[src/rtl/seven_segment_scan_reader.sv]
// Passive monitor: decodes a multiplexed active-high 7-segment display back into hex nibbles.
// value/valid/err land 1 cycle after the frame-completing capture. There is no backpressure; it only observes the bus.
module seven_segment_scan_reader #(
   parameter int DIGITS        = 4,
   parameter int SETTLE_CYCLES = 4,
   parameter int STABLE_SCANS  = 2
) (
   input  logic                  clk,
   input  logic                  rst,
   input  logic [6:0]            seg,
   input  logic [DIGITS-1:0]     an,
   output logic [4*DIGITS-1:0]   value,
   output logic                  valid,
   output logic                  err,
   output logic [DIGITS-1:0]     err_mask
);

   localparam int CW = $clog2(SETTLE_CYCLES + 2);
   localparam int MW = $clog2(STABLE_SCANS + 1);
   localparam logic [CW-1:0] SETTLE_C  = CW'(SETTLE_CYCLES);
   localparam logic [CW-1:0] DWELL_SAT = CW'(SETTLE_CYCLES + 1);
   localparam logic [MW-1:0] MATCH_MAX = MW'(STABLE_SCANS - 1);

   // Returns {bad, nibble}; bad=1 for any pattern outside the hex font.
   function automatic logic [4:0] decode_seg(input logic [6:0] s);
      logic [4:0] r;
      case (s)
         7'h3F:   r = 5'h00;
         7'h06:   r = 5'h01;
         7'h5B:   r = 5'h02;
         7'h4F:   r = 5'h03;
         7'h66:   r = 5'h04;
         7'h6D:   r = 5'h05;
         7'h7D:   r = 5'h06;
         7'h07:   r = 5'h07;
         7'h7F:   r = 5'h08;
         7'h67:   r = 5'h09;
         7'h77:   r = 5'h0A;
         7'h7C:   r = 5'h0B;
         7'h39:   r = 5'h0C;
         7'h5E:   r = 5'h0D;
         7'h79:   r = 5'h0E;
         7'h71:   r = 5'h0F;
         default: r = 5'h10;
      endcase
      return r;
   endfunction

   logic [6:0]          seg_q;
   logic [DIGITS-1:0]   an_q;
   logic [DIGITS-1:0]   an_prev;
   logic [CW-1:0]       dwell_q;
   logic [CW-1:0]       dwell_d;
   logic                an_onehot;
   logic                capture;
   logic                frame_done;
   logic                frame_done_q;
   logic [4:0]          dec;
   logic [4*DIGITS-1:0] frame_nib;
   logic [DIGITS-1:0]   frame_bad;
   logic [DIGITS-1:0]   captured;
   logic [4*DIGITS-1:0] prev_frame;
   logic                prev_vld;
   logic [MW-1:0]       match_q;
   logic [MW-1:0]       match_d;
   logic                published;
   logic                frame_eq;
   logic                any_bad;
   logic                publish;

   always_ff @(posedge clk or posedge rst) begin
      if (rst) begin
         seg_q   <= '0;
         an_q    <= '0;
         an_prev <= '0;
         dwell_q <= '0;
      end else begin
         seg_q   <= seg;
         an_q    <= an;
         an_prev <= an_q;
         dwell_q <= dwell_d;
      end
   end

   // Dwell saturates one past the settle point so each dwell captures exactly once.
   always_comb begin
      dwell_d   = '0;
      an_onehot = (an_q != '0) && ((an_q & (an_q - DIGITS'(1))) == '0);
      if (an_onehot) begin
         if (an_q == an_prev)
            dwell_d = (dwell_q == DWELL_SAT) ? dwell_q : dwell_q + CW'(1);
         else
            dwell_d = CW'(1);
      end
      capture    = an_onehot && (dwell_d == SETTLE_C);
      frame_done = capture && ((captured | an_q) == '1);
      dec        = decode_seg(seg_q);
   end

   always_ff @(posedge clk or posedge rst) begin
      if (rst) begin
         frame_nib    <= '0;
         frame_bad    <= '0;
         captured     <= '0;
         frame_done_q <= 1'b0;
      end else begin
         frame_done_q <= frame_done;
         for (int i = 0; i < DIGITS; i++) begin
            if (capture && an_q[i]) begin
               frame_nib[4*i +: 4] <= dec[3:0];
               frame_bad[i]        <= dec[4];
            end
         end
         if (frame_done)
            captured <= '0;
         else if (capture)
            captured <= captured | an_q;
      end
   end

   // Evaluation reads the slots as they stood at completion.
   always_comb begin
      any_bad  = |frame_bad;
      frame_eq = prev_vld && (frame_nib == prev_frame);
      match_d  = '0;
      if (frame_eq)
         match_d = (match_q == MATCH_MAX) ? match_q : match_q + MW'(1);
      publish  = !any_bad && (match_d == MATCH_MAX) &&
                 ((frame_nib != value) || !published);
   end

   always_ff @(posedge clk or posedge rst) begin
      if (rst) begin
         value      <= '0;
         valid      <= 1'b0;
         err        <= 1'b0;
         err_mask   <= '0;
         prev_frame <= '0;
         prev_vld   <= 1'b0;
         match_q    <= '0;
         published  <= 1'b0;
      end else begin
         valid <= 1'b0;
         err   <= 1'b0;
         if (frame_done_q) begin
            if (any_bad) begin
               err      <= 1'b1;
               err_mask <= frame_bad;
               match_q  <= '0;
               prev_vld <= 1'b0;
            end else begin
               match_q    <= match_d;
               prev_frame <= frame_nib;
               prev_vld   <= 1'b1;
               if (publish) begin
                  value     <= frame_nib;
                  valid     <= 1'b1;
                  published <= 1'b1;
               end
            end
         end
      end
   end

endmodule

[config.mk]
export PLATFORM = sky130hd
export DESIGN_NAME = seven_segment_scan_reader
export DESIGN_NICKNAME = d
export VERILOG_FILES = /design/src/rtl/seven_segment_scan_reader.sv
export SDC_FILE = /design/constraint.sdc
export NUM_CORES = 1
export LEC_CHECK = 0
export ABC_AREA = 1
export ABC_CLOCK_PERIOD_IN_PS = 3500
export CAP_MARGIN = 20
export CORE_MARGIN = 5
export CORE_UTILIZATION = 50
export DETAILED_ROUTE_END_ITERATION = 8
export PLACE_DENSITY = 0.7
export SLEW_MARGIN = 25
export SYNTH_ARGS = -nofsm -noshare
export SYNTH_HDL_FRONTEND = slang
export SYNTH_SLANG_ARGS = --single-unit
[constraint.sdc]
create_clock -name clk -period 3.5 [get_ports clk]
set_clock_uncertainty 0.15 [all_clocks]
set_input_delay 0.525 -clock clk [delete_from_list [all_inputs] [get_ports clk]]
set_output_delay 0.525 -clock clk [all_outputs]
set_load 0.03 [all_outputs]
==> results of run 1 <==
==> worst max-delay path: cells and delay by family, from the launching register on <==
| kind | cells | cell delay, ps |
|---|---|---|
| compound gates | 1 | 250 |
| flops | 1 | 380 |
| simple gates | 5 | 720 |
| fa+ha+maj | 1 | 170 |
| xor+xnor | 1 | 200 |
| buf+inv | 3 | 300 |
==> path summary, 6_finish.rpt <==
path | start | to | slack [ps] | cells past startpoint
max | dwell_q[1] | captured[0] | 1220 | 11
min | published | published | 310 | 2
max reg2reg | dwell_q[1] | captured[0] | 1220 | 11
min reg2reg | published | published | 310 | 2
max in group asynchronous | rst | value[4] | 2400 | 3
min in group asynchronous | rst | published | 420 | 3
==> final cells by class <==
class / instances / share of cell area
Clock inverter: 3 / 0.009184
Clock buffer: 13 / 0.03036
Sequential cell: 85 / 0.4337
Inverter: 66 / 0.05077
Tap cell: 105 / 0.02679
Timing Repair Buffer: 36 / 0.07500
Multi-Input combinational cell: 377 / 0.3742
==> flip-flops by register name, indices dropped and copies added (netlist names), 2 cells and up <==
register,count
an_prev,4
an_q,4
captured,4
dwell_q,3
err_mask,4
frame_bad,4
frame_nib,16
match_q,2
prev_frame,16
seg_q,7
value,16
==> cells by family (layout without fill, tap and decap cells) <==
group           Yosys count  count (layout)  synth area share
compound gates           35              35           0.04355
xor+xnor                 13              13           0.02642
fa+ha+maj                 2               2          0.005806
buf+inv                  78             118           0.08042
flops                    85              85            0.4936
simple gates            327             327            0.3502
==> routing by layer <==
| metal | vias up | track usage | part of all wire |
|---|---|---|---|
| li1 | 1757 | - | - |
| met1 | 1617 | 0.2266 | 0.46 |
| met2 | 61 | 0.3069 | 0.50 |
| met3 | 6 | 0.03654 | 0.036 |
| met4 | 0 | 0.04582 | 0.0091 |
| met5 | - | 0 | 0 |
==> power by group <==
part | total [mW] | leakage, nW | switching [mW] | internal, mW
registers | 1.01 | 1.15 | 0.0144 | 0.991
clock network | 0.686 | 0.0899 | 0.335 | 0.351
logic | 0.0811 | 1.24 | 0.0518 | 0.0293
total | 1.77 | 2.48 | 0.401 | 1.37
==> placed cells by master (no fill, tap or decap), types with 7 or more instances in the layout <==
cell type	instances
clkbuf_8	10
clkdlybuf4s50_1	34
dfrtp_1	85
nand2_1	195
xor2_1	10
o21ai_0	26
nand4_1	7
nand3_1	45
inv_1	53
nor2_1	32
nand2_2	11
inv_2	12
==> flow_summary.json, run 1 <==
{
  "irDropWorstVdd_mv": 0.2224,
  "whs_ps": 305.2,
  "period_share": 0.6523,
  "htree_levels": 3,
  "grt_max_degree": 86,
  "avgViaCountPerCell": 5.023,
  "netlist_instances": 540,
  "post-place-cells": 669,
  "drc": 0,
  "overflow": 0,
  "root_buffer": "clkbuf_8",
  "worst_slew_pin_slew_ps": 451.9,
  "layout.nets": 590,
  "drive_above_1_share": 0.1121,
  "cts_tree": "built",
  "ys_async_sr_fraction": 1.000,
  "slew_viol_final": 0,
  "drt-pass1-iter-count": 4,
  "worst-setup-path-type": "reg2reg",
  "post_drt_wl_per_cell_um": 12.40,
  "drt_iter0_markers": 117,
  "ys_ff_latch": 85,
  "dp_hpwl_um": 6211,
  "netlist_top_cells_count": "195 x nand2_1, 85 x dfrtp_1, 54 x inv_1, 45 x nand3_1, 32 x nor2_1",
  "cts.sinks": 85,
  "yosys-top-cells-area": "dfrtp_1 49%, nand2_1 17%, nand3_1 5.2%",
  "cts-resized-gates": 0,
  "grt_pass1_wl_um": 14840,
  "die_x_um": 102.8,
  "start_util": 0.5192,
  "pre_cts_slack_ps": 1209,
  "post-route-cell-area_um2": 4905,
  "grt_pass1_vias": 3245,
  "die_area_um2": 10580,
  "crit_arrival_ps": 2370,
  "ff_latch_area_um2": 2127,
  "hp-class": "reg2reg",
  "final_cells": 685,
  "num_rows": 33,
  "setup_tns_ps": 0,
  "synth_edf_count": 0,
  "crit_chain": "inv_1 > ha_1 > nand2_1 > xor2_1 > inv_1 > o21ai_4 > nand2_2 > nor2_4 > inv_1 > nand2_1 > nand2_1",
  "synthFlopType": "dfrtp_1",
  "final_util": 0.5910,
  "timing.final.hold_violations": 0,
  "synth.most_common_cell": "nand2_1",
  "synth_nets": 555,
  "antenna_found_initial": 0,
  "die_y_um": 102.8,
  "portBuffers": 34,
  "worst_slack_ps": 1217,
  "status": "finished clean",
  "hold_buffers": 0,
  "leakage_nw": 2.483,
  "routed_wl_um": 8491,
  "synth_top_area_frac": 0.4936,
  "worst_skew_pair.late_latency_ps": 350,
  "critPathMaxStageDelay_ps": 380,
  "powerDensity_nw_per_um2": 361.4,
  "track_usage": 0.1769,
  "max_clock_freq_mhz": 438.0,
  "diodes": 0,
  "numCtsBuffers": 9,
  "rsz0062_at_grt": "no",
  "cp-end-kind": "flip-flop",
  "clkSlewWorstSetupHoldPaths_ps": 90,
  "ys.warnings.count": 0,
  "ys_seq_area_frac": 0.4936,
  "placed_area_um2": 4711,
  "vias": 3441,
  "antenna_left": 0,
  "synth_area_um2": 4309,
  "required_ps": 3590,
  "synth_area_leader_cell": "dfrtp_1",
  "area_growth_pct": 13.82,
  "maxSlewHeadroom": 0.6987,
  "syn_area_per_cell_um2": 7.980,
  "cts_buffer_depth": 2,
  "ys_types": 35,
  "n_fill_cell": 789,
  "cap_violations": 0,
  "cp_max_fo": 21,
  "coreArea_um2": 8299,
  "critPathLaunchType": "flip-flop",
  "routabilityCongestion": 0.8486,
  "finalPower_mw": 1.772,
  "finalSetupViolCount": 0,
  "finalCriticalPeriod_ps": 2283,
  "ios": 35,
  "cts_setup_buffers": 0,
  "multi_input_area_um2": 1836,
  "crit_slowest_cell": "dfrtp_1"
}
Note: power is estimated with default switching activity, not from simulation.
==> inputs of run 2 (changes only) <==
--- a/config.mk
+++ b/config.mk
@@ -6,12 +6,12 @@
 export NUM_CORES = 1
 export LEC_CHECK = 0
 export ABC_AREA = 1
-export ABC_CLOCK_PERIOD_IN_PS = 3500
+export ABC_CLOCK_PERIOD_IN_PS = 1950
 export CAP_MARGIN = 20
 export CORE_MARGIN = 5
 export CORE_UTILIZATION = 50
 export DETAILED_ROUTE_END_ITERATION = 8
-export PLACE_DENSITY = 0.7
+export PLACE_DENSITY = 0.73
 export SLEW_MARGIN = 25
 export SYNTH_ARGS = -nofsm -noshare
 export SYNTH_HDL_FRONTEND = slang
==> constraint.sdc (replaced) <==
create_clock -name clk -period 1.95 [get_ports clk]
set_clock_uncertainty 0.15 [all_clocks]
set_input_delay 0.2925 -clock clk [delete_from_list [all_inputs] [get_ports clk]]
set_output_delay 0.2925 -clock clk [all_outputs]
set_load 0.03 [all_outputs]
==> run 2 against run 1 <==
Against the previous run: the run now ends with negative setup slack left; clock-buffer cell count fell by 2; final cell count grew 6.6%; die area unchanged; utilization is 8.6 points higher; non-clock buffer count increased by 44; critical path depth is 3 lower; worst hold slack worse by 100 ps; via count up 9.4%; global-route usage increased by 1.9 points; sequential share of layout area shrank 5.3 points; total power grew 90%; design area is 15% higher; critical endpoint is now value[6].
==> flow_summary.json, run 2 (same netlist as run 1, synthesis figures left out) <==
{
  "maxSlewHeadroom": 0.6866,
  "period_share": 1.021,
  "die_y_um": 102.8,
  "worst_skew_pair.late_latency_ps": 370,
  "antenna_left": 0,
  "avgViaCountPerCell": 5.158,
  "n_fill_cell": 641,
  "layout.nets": 636,
  "numCtsBuffers": 9,
  "die_x_um": 102.8,
  "worst_slew_pin_slew_ps": 470.1,
  "leakage_nw": 2.927,
  "coreArea_um2": 8299,
  "grt_pass1_vias": 3446,
  "root_buffer": "clkbuf_8",
  "num_rows": 33,
  "critPathCapture": "value[6]",
  "diodes": 0,
  "final_util": 0.6774,
  "irDropWorstVdd_mv": 0.4847,
  "drt_iter0_markers": 171,
  "whs_ps": 204.6,
  "p_sw_mw": 0.7596,
  "comb_power_share": 0.060,
  "cap_violations": 0,
  "rr_startpoint": "frame_nib[6]",
  "drt-pass1-iter-count": 5,
  "grt_max_degree": 86,
  "post_drt_wl_per_cell_um": 14.55,
  "top_regs": "frame_nib: 16 flops, prev_frame: 16 flops, value: 16 flops",
  "swShare": 0.2258,
  "routabilityCongestion": 0.8580,
  "r2r_slack_ps": -40,
  "final_cell_mix": "180 x nand2_1, 76 x dfrtp_1, 51 x inv_1",
  "worstRegToRegCells": 8,
  "status": "finished with violations",
  "antenna_found_initial": 0,
  "area_growth_pct": 30.46,
  "drc": 0,
  "finalCriticalPeriod_ps": 1991,
  "cts.sinks": 85,
  "timing.final.hold_violations": 0,
  "crit_arrival_ps": 2110,
  "ff_latch_area_um2": 2138,
  "multi_input_area_um2": 2051,
  "required_ps": 2070,
  "cts_buffer_depth": 2,
  "hp-class": "in2async",
  "grt_pass1_wl_um": 16010,
  "finalSetupViolCount": 26,
  "routed_wl_um": 10620,
  "critPathLaunch": "frame_nib[6]",
  "worst_slack_ps": -41.09,
  "slew_viol_final": 0,
  "worst-setup-path-type": "reg2reg",
  "track_usage": 0.1963,
  "portBuffers": 34,
  "htree_levels": 3,
  "violations": "negative setup slack",
  "ios": 35,
  "powerDensity_nw_per_um2": 598.4,
  "seqPwrFrac": 0.535,
  "final_cells": 730,
  "cts_tree": "built",
  "post-place-cells": 692,
  "critPathLaunchType": "flip-flop",
  "final_common_cell": "nand2_1",
  "start_util": 0.5192,
  "r2r_end": "value[6]",
  "clkSlewWorstSetupHoldPaths_ps": 90,
  "vias": 3765,
  "clkPwrFrac": 0.405,
  "p_int_mw": 2.604,
  "rsz0062_at_grt": "yes",
  "max_clock_freq_mhz": 502.2,
  "cp_max_fo": 6,
  "pre_cts_slack_ps": -37.65,
  "dp_hpwl_um": 6891,
  "die_area_um2": 10580,
  "drive_above_1_share": 0.2480,
  "overflow": 0,
  "setup_tns_ps": -581.1,
  "cp-end-kind": "flip-flop"
}
## run 2: changes by cell type in the layout (fill, tap and decap cells not counted), moves of 3 or more
cell / delta
dfrtp_1: -9
dfrtp_2: +9
nor2_4: +3
buf_6: +7
nand2_2: +13
nand3_2: +7
dlymetal6s2s_1: +8
nand3_1: -10
buf_4: +31
nand3_4: +5
nand2_1: -15
clkdlybuf4s50_1: -9
## run 2: per-stage QoR
step	total power, mW	cell area, µm²
floorplan	1.939	4313
global placement	1.999	4911
detailed placement	2.007	4911
CTS	3.370	5251
global route	3.479	5622
finish	3.364	5622
## run 2: critical path: stages, from the launching register on
cell	delay, ps
dfrtp_1	460
xnor2_1	210
o21ai_1	170
nor2_4	190
buf_6	120
nand4_4	220
clkbuf_16	250
nand3_1	80
nand2_1	50
## run 2: how the worst min path moves through the flow
stage                            start            to  slack, ps
after floorplan                  an[0]       an_q[0]        170
after global placement       published     published        290
after detailed placement  frame_bad[2]  frame_bad[2]        310
after CTS                        an[0]       an_q[0]        200
after global routing             an[0]       an_q[0]        190
final                              rst     published        200
## run 2: timing repair
| item | 4_1_cts | 5_1_grt |
|---|---|---|
| pin swaps | 4 | 34 |
| setup buffers | 7 | 13 |
| gates cloned | 2 | 3 |
| hold buffers | 0 | 0 |
| hold endpoints to repair | 0 | 0 |
| endpoints found under the setup margin | 35 | 55 |
| resized for setup | 9 | 63 |
## run 2: final cells by class
cell class | instances | share of cell area
multi-input cells | 379 | 0.3648
clock buffers | 11 | 0.02515
clock inverters | 4 | 0.01291
well taps | 105 | 0.02337
repair buffers | 80 | 0.1487
flip-flops and latches | 85 | 0.3804
inverters | 66 | 0.04474
## run 2: metal layers
layer  share of wire  vias to the layer above  track usage
met3           0.049                       20      0.03721
met4           0.023                        0      0.08167
li1                -                     1853            -
met5               0                        -            0
met1            0.40                     1787       0.2377
met2            0.52                      105       0.3431
## run 2: power groups by stage
stage	clock [mW]	combinational, mW	sequential (mW)
floorplan	0	0.113	1.83
global placement	0	0.167	1.83
detailed placement	0	0.174	1.83
CTS	1.39	0.184	1.80
global route	1.45	0.224	1.80
finish	1.36	0.202	1.80
==> inputs of run 3 (changes only) <==
--- a/config.mk
+++ b/config.mk
@@ -9,9 +9,9 @@
 export ABC_CLOCK_PERIOD_IN_PS = 1950
 export CAP_MARGIN = 20
 export CORE_MARGIN = 5
-export CORE_UTILIZATION = 50
+export CORE_UTILIZATION = 45
 export DETAILED_ROUTE_END_ITERATION = 8
-export PLACE_DENSITY = 0.73
+export PLACE_DENSITY = 0.67
 export SLEW_MARGIN = 25
 export SYNTH_ARGS = -nofsm -noshare
 export SYNTH_HDL_FRONTEND = slang
==> run 3 against run 2 <==
Against the previous run: the run now ends clean; register-to-register slack better by 60 ps; global-route usage down 1.3 points; sequential power about the same; utilization down 8.7 points; total power down 4.8%; design area down 2.5%; combinational power up 6%; fmax up 3.0%; first-iteration DRC count down 23%; largest power group unchanged; highest routed layer unchanged.
==> flow_summary.json, run 3 (same netlist as run 1, synthesis figures left out) <==
{
  "status": "finished clean",
  "r2r_slack_ps": 20,
  "routabilityCongestion": 0.8540,
  "cts_tree": "built",
  "finalCriticalPeriod_ps": 1932,
  "portBuffers": 34,
  "post_drt_wl_per_cell_um": 13.52,
  "ios": 35,
  "die_x_um": 107.9,
  "met1Wirelength_um": 4279,
  "top_regs": "frame_nib: 16 flops, prev_frame: 16 flops, value: 16 flops",
  "grt_max_degree": 41,
  "final_common_cell": "nand2_1",
  "worst_skew_pair.late_latency_ps": 360,
  "hp-class": "in2async",
  "track_usage": 0.1828,
  "powerDensity_nw_per_um2": 584.4,
  "num_rows": 35,
  "drive_above_1_share": 0.2284,
  "cts_buffer_depth": 2,
  "final_cell_mix": "185 x nand2_1, 75 x dfrtp_1, 48 x inv_1",
  "cp-end-kind": "flip-flop",
  "period_share": 0.9909,
  "vias": 3675,
  "setup_tns_ps": 0,
  "overflow": 0,
  "wl_met2_um": 5038,
  "slew_viol_final": 0,
  "drt-pass1-iter-count": 4,
  "layout.nets": 624,
  "dp_hpwl_um": 7185,
  "clkSlewWorstSetupHoldPaths_ps": 80,
  "leakage_nw": 2.816,
  "area_growth_pct": 27.21,
  "worst_slew_pin_slew_ps": 440.9,
  "grt_pass1_vias": 3666,
  "rsz0062_at_grt": "yes",
  "post-route-cell-area_um2": 5482,
  "hold_buffers": 0,
  "max_clock_freq_mhz": 517.5,
  "irDropWorstVdd_mv": 0.3954,
  "worstRegToRegCells": 12,
  "finalSetupViolCount": 0,
  "rr_startpoint": "dwell_q[1]",
  "antenna_left": 0,
  "cap_violations": 0,
  "finalPower_mw": 3.204,
  "routed.top_layer": "met4",
  "maxSlewHeadroom": 0.7055,
  "r2r_end": "frame_nib[4]",
  "placed_area_um2": 4918,
  "wl_met3_um": 450,
  "coreArea_um2": 9284,
  "die_area_um2": 11630,
  "required_ps": 2100,
  "drt_iter0_markers": 131,
  "critPathLaunch": "dwell_q[1]",
  "root_buffer": "clkbuf_8",
  "n_fill_cell": 836,
  "diodes": 0,
  "worst-setup-path-type": "reg2reg",
  "crit_arrival_ps": 2080,
  "htree_levels": 3,
  "whs_ps": 138.3,
  "drc": 0,
  "grt_pass1_wl_um": 16900,
  "cts.sinks": 85,
  "avgViaCountPerCell": 4.953,
  "start_util": 0.4642,
  "cp_max_fo": 8,
  "die_y_um": 107.9,
  "routed_wl_um": 10030,
  "critPathLaunchType": "flip-flop",
  "antenna_found_initial": 0,
  "timing.final.hold_violations": 0,
  "numCtsBuffers": 9
}
run 3: how the worst max path moves through the flow:
stage                     to  slack, ps  cells after the start
3_5_place_dp    frame_nib[5]        -80                     10
6_report        frame_nib[4]         20                     12
5_1_grt         frame_nib[8]        -90                     12
3_3_place_gp   frame_nib[10]        -40                      9
4_1_cts         frame_nib[0]        -20                     11
2_1_floorplan    captured[0]        100                     10
run 3: layout make-up:
cell class              count  area, µm²  share of cell area
clock inverters             4      50.05            0.009130
inverters                  66      254.0             0.04634
well taps                 129      161.4             0.02945
clock buffers              11      131.4             0.02397
repair buffers             69      725.7              0.1324
flip-flops and latches     85       2140              0.3903
multi-input cells         378       2019              0.3684
run 3: repair_timing:
| item | 4_1_cts | 5_1_grt |
|---|---|---|
| gates resized for setup | 6 | 62 |
| gates cloned | 1 | 1 |
| setup buffers | 8 | 5 |
| endpoints found under the hold margin | 0 | 0 |
| pin swaps | 4 | 21 |
| endpoints found under the setup margin | 23 | 49 |
run 3: routing by layer:
| layer | global-route usage | vias up |
|---|---|---|
| met4 | 0.07845 | 0 |
| met3 | 0.03479 | 23 |
| met5 | 0 | - |
| met2 | 0.3104 | 80 |
| li1 | - | 1822 |
| met1 | 0.2262 | 1750 |
run 3: stage by stage:
stage | setup slack, ps | utilization | instances
after detailed placement | -81.87 | 0.5298 | 713
after CTS | -17.42 | 0.5625 | 737
after global routing | -87.27 | 0.5904 | 742
after global placement | -39.06 | 0.5298 | 713
final | 17.69 | 0.5904 | 742
after floorplan | 102.5 | - | 540
run 3: worst max-delay path, stage by stage, from the launching register on:
cell and delay (ps):
dfrtp_1 390, inv_1 60, ha_2 180, nand2_4 70, xor2_4 160, inv_2 60
o21ai_4 170, nand2_2 90, nor2_4 170, buf_12 130, buf_16 110, nand3_2 50
nand2_1 80
run 3: where the power goes:
group          total (mW)  switching, mW  internal, mW  leakage [nW]
combinational       0.215          0.131        0.0835          1.59
clock                1.19          0.609         0.584        0.0854
sequential           1.80         0.0165          1.78          1.14
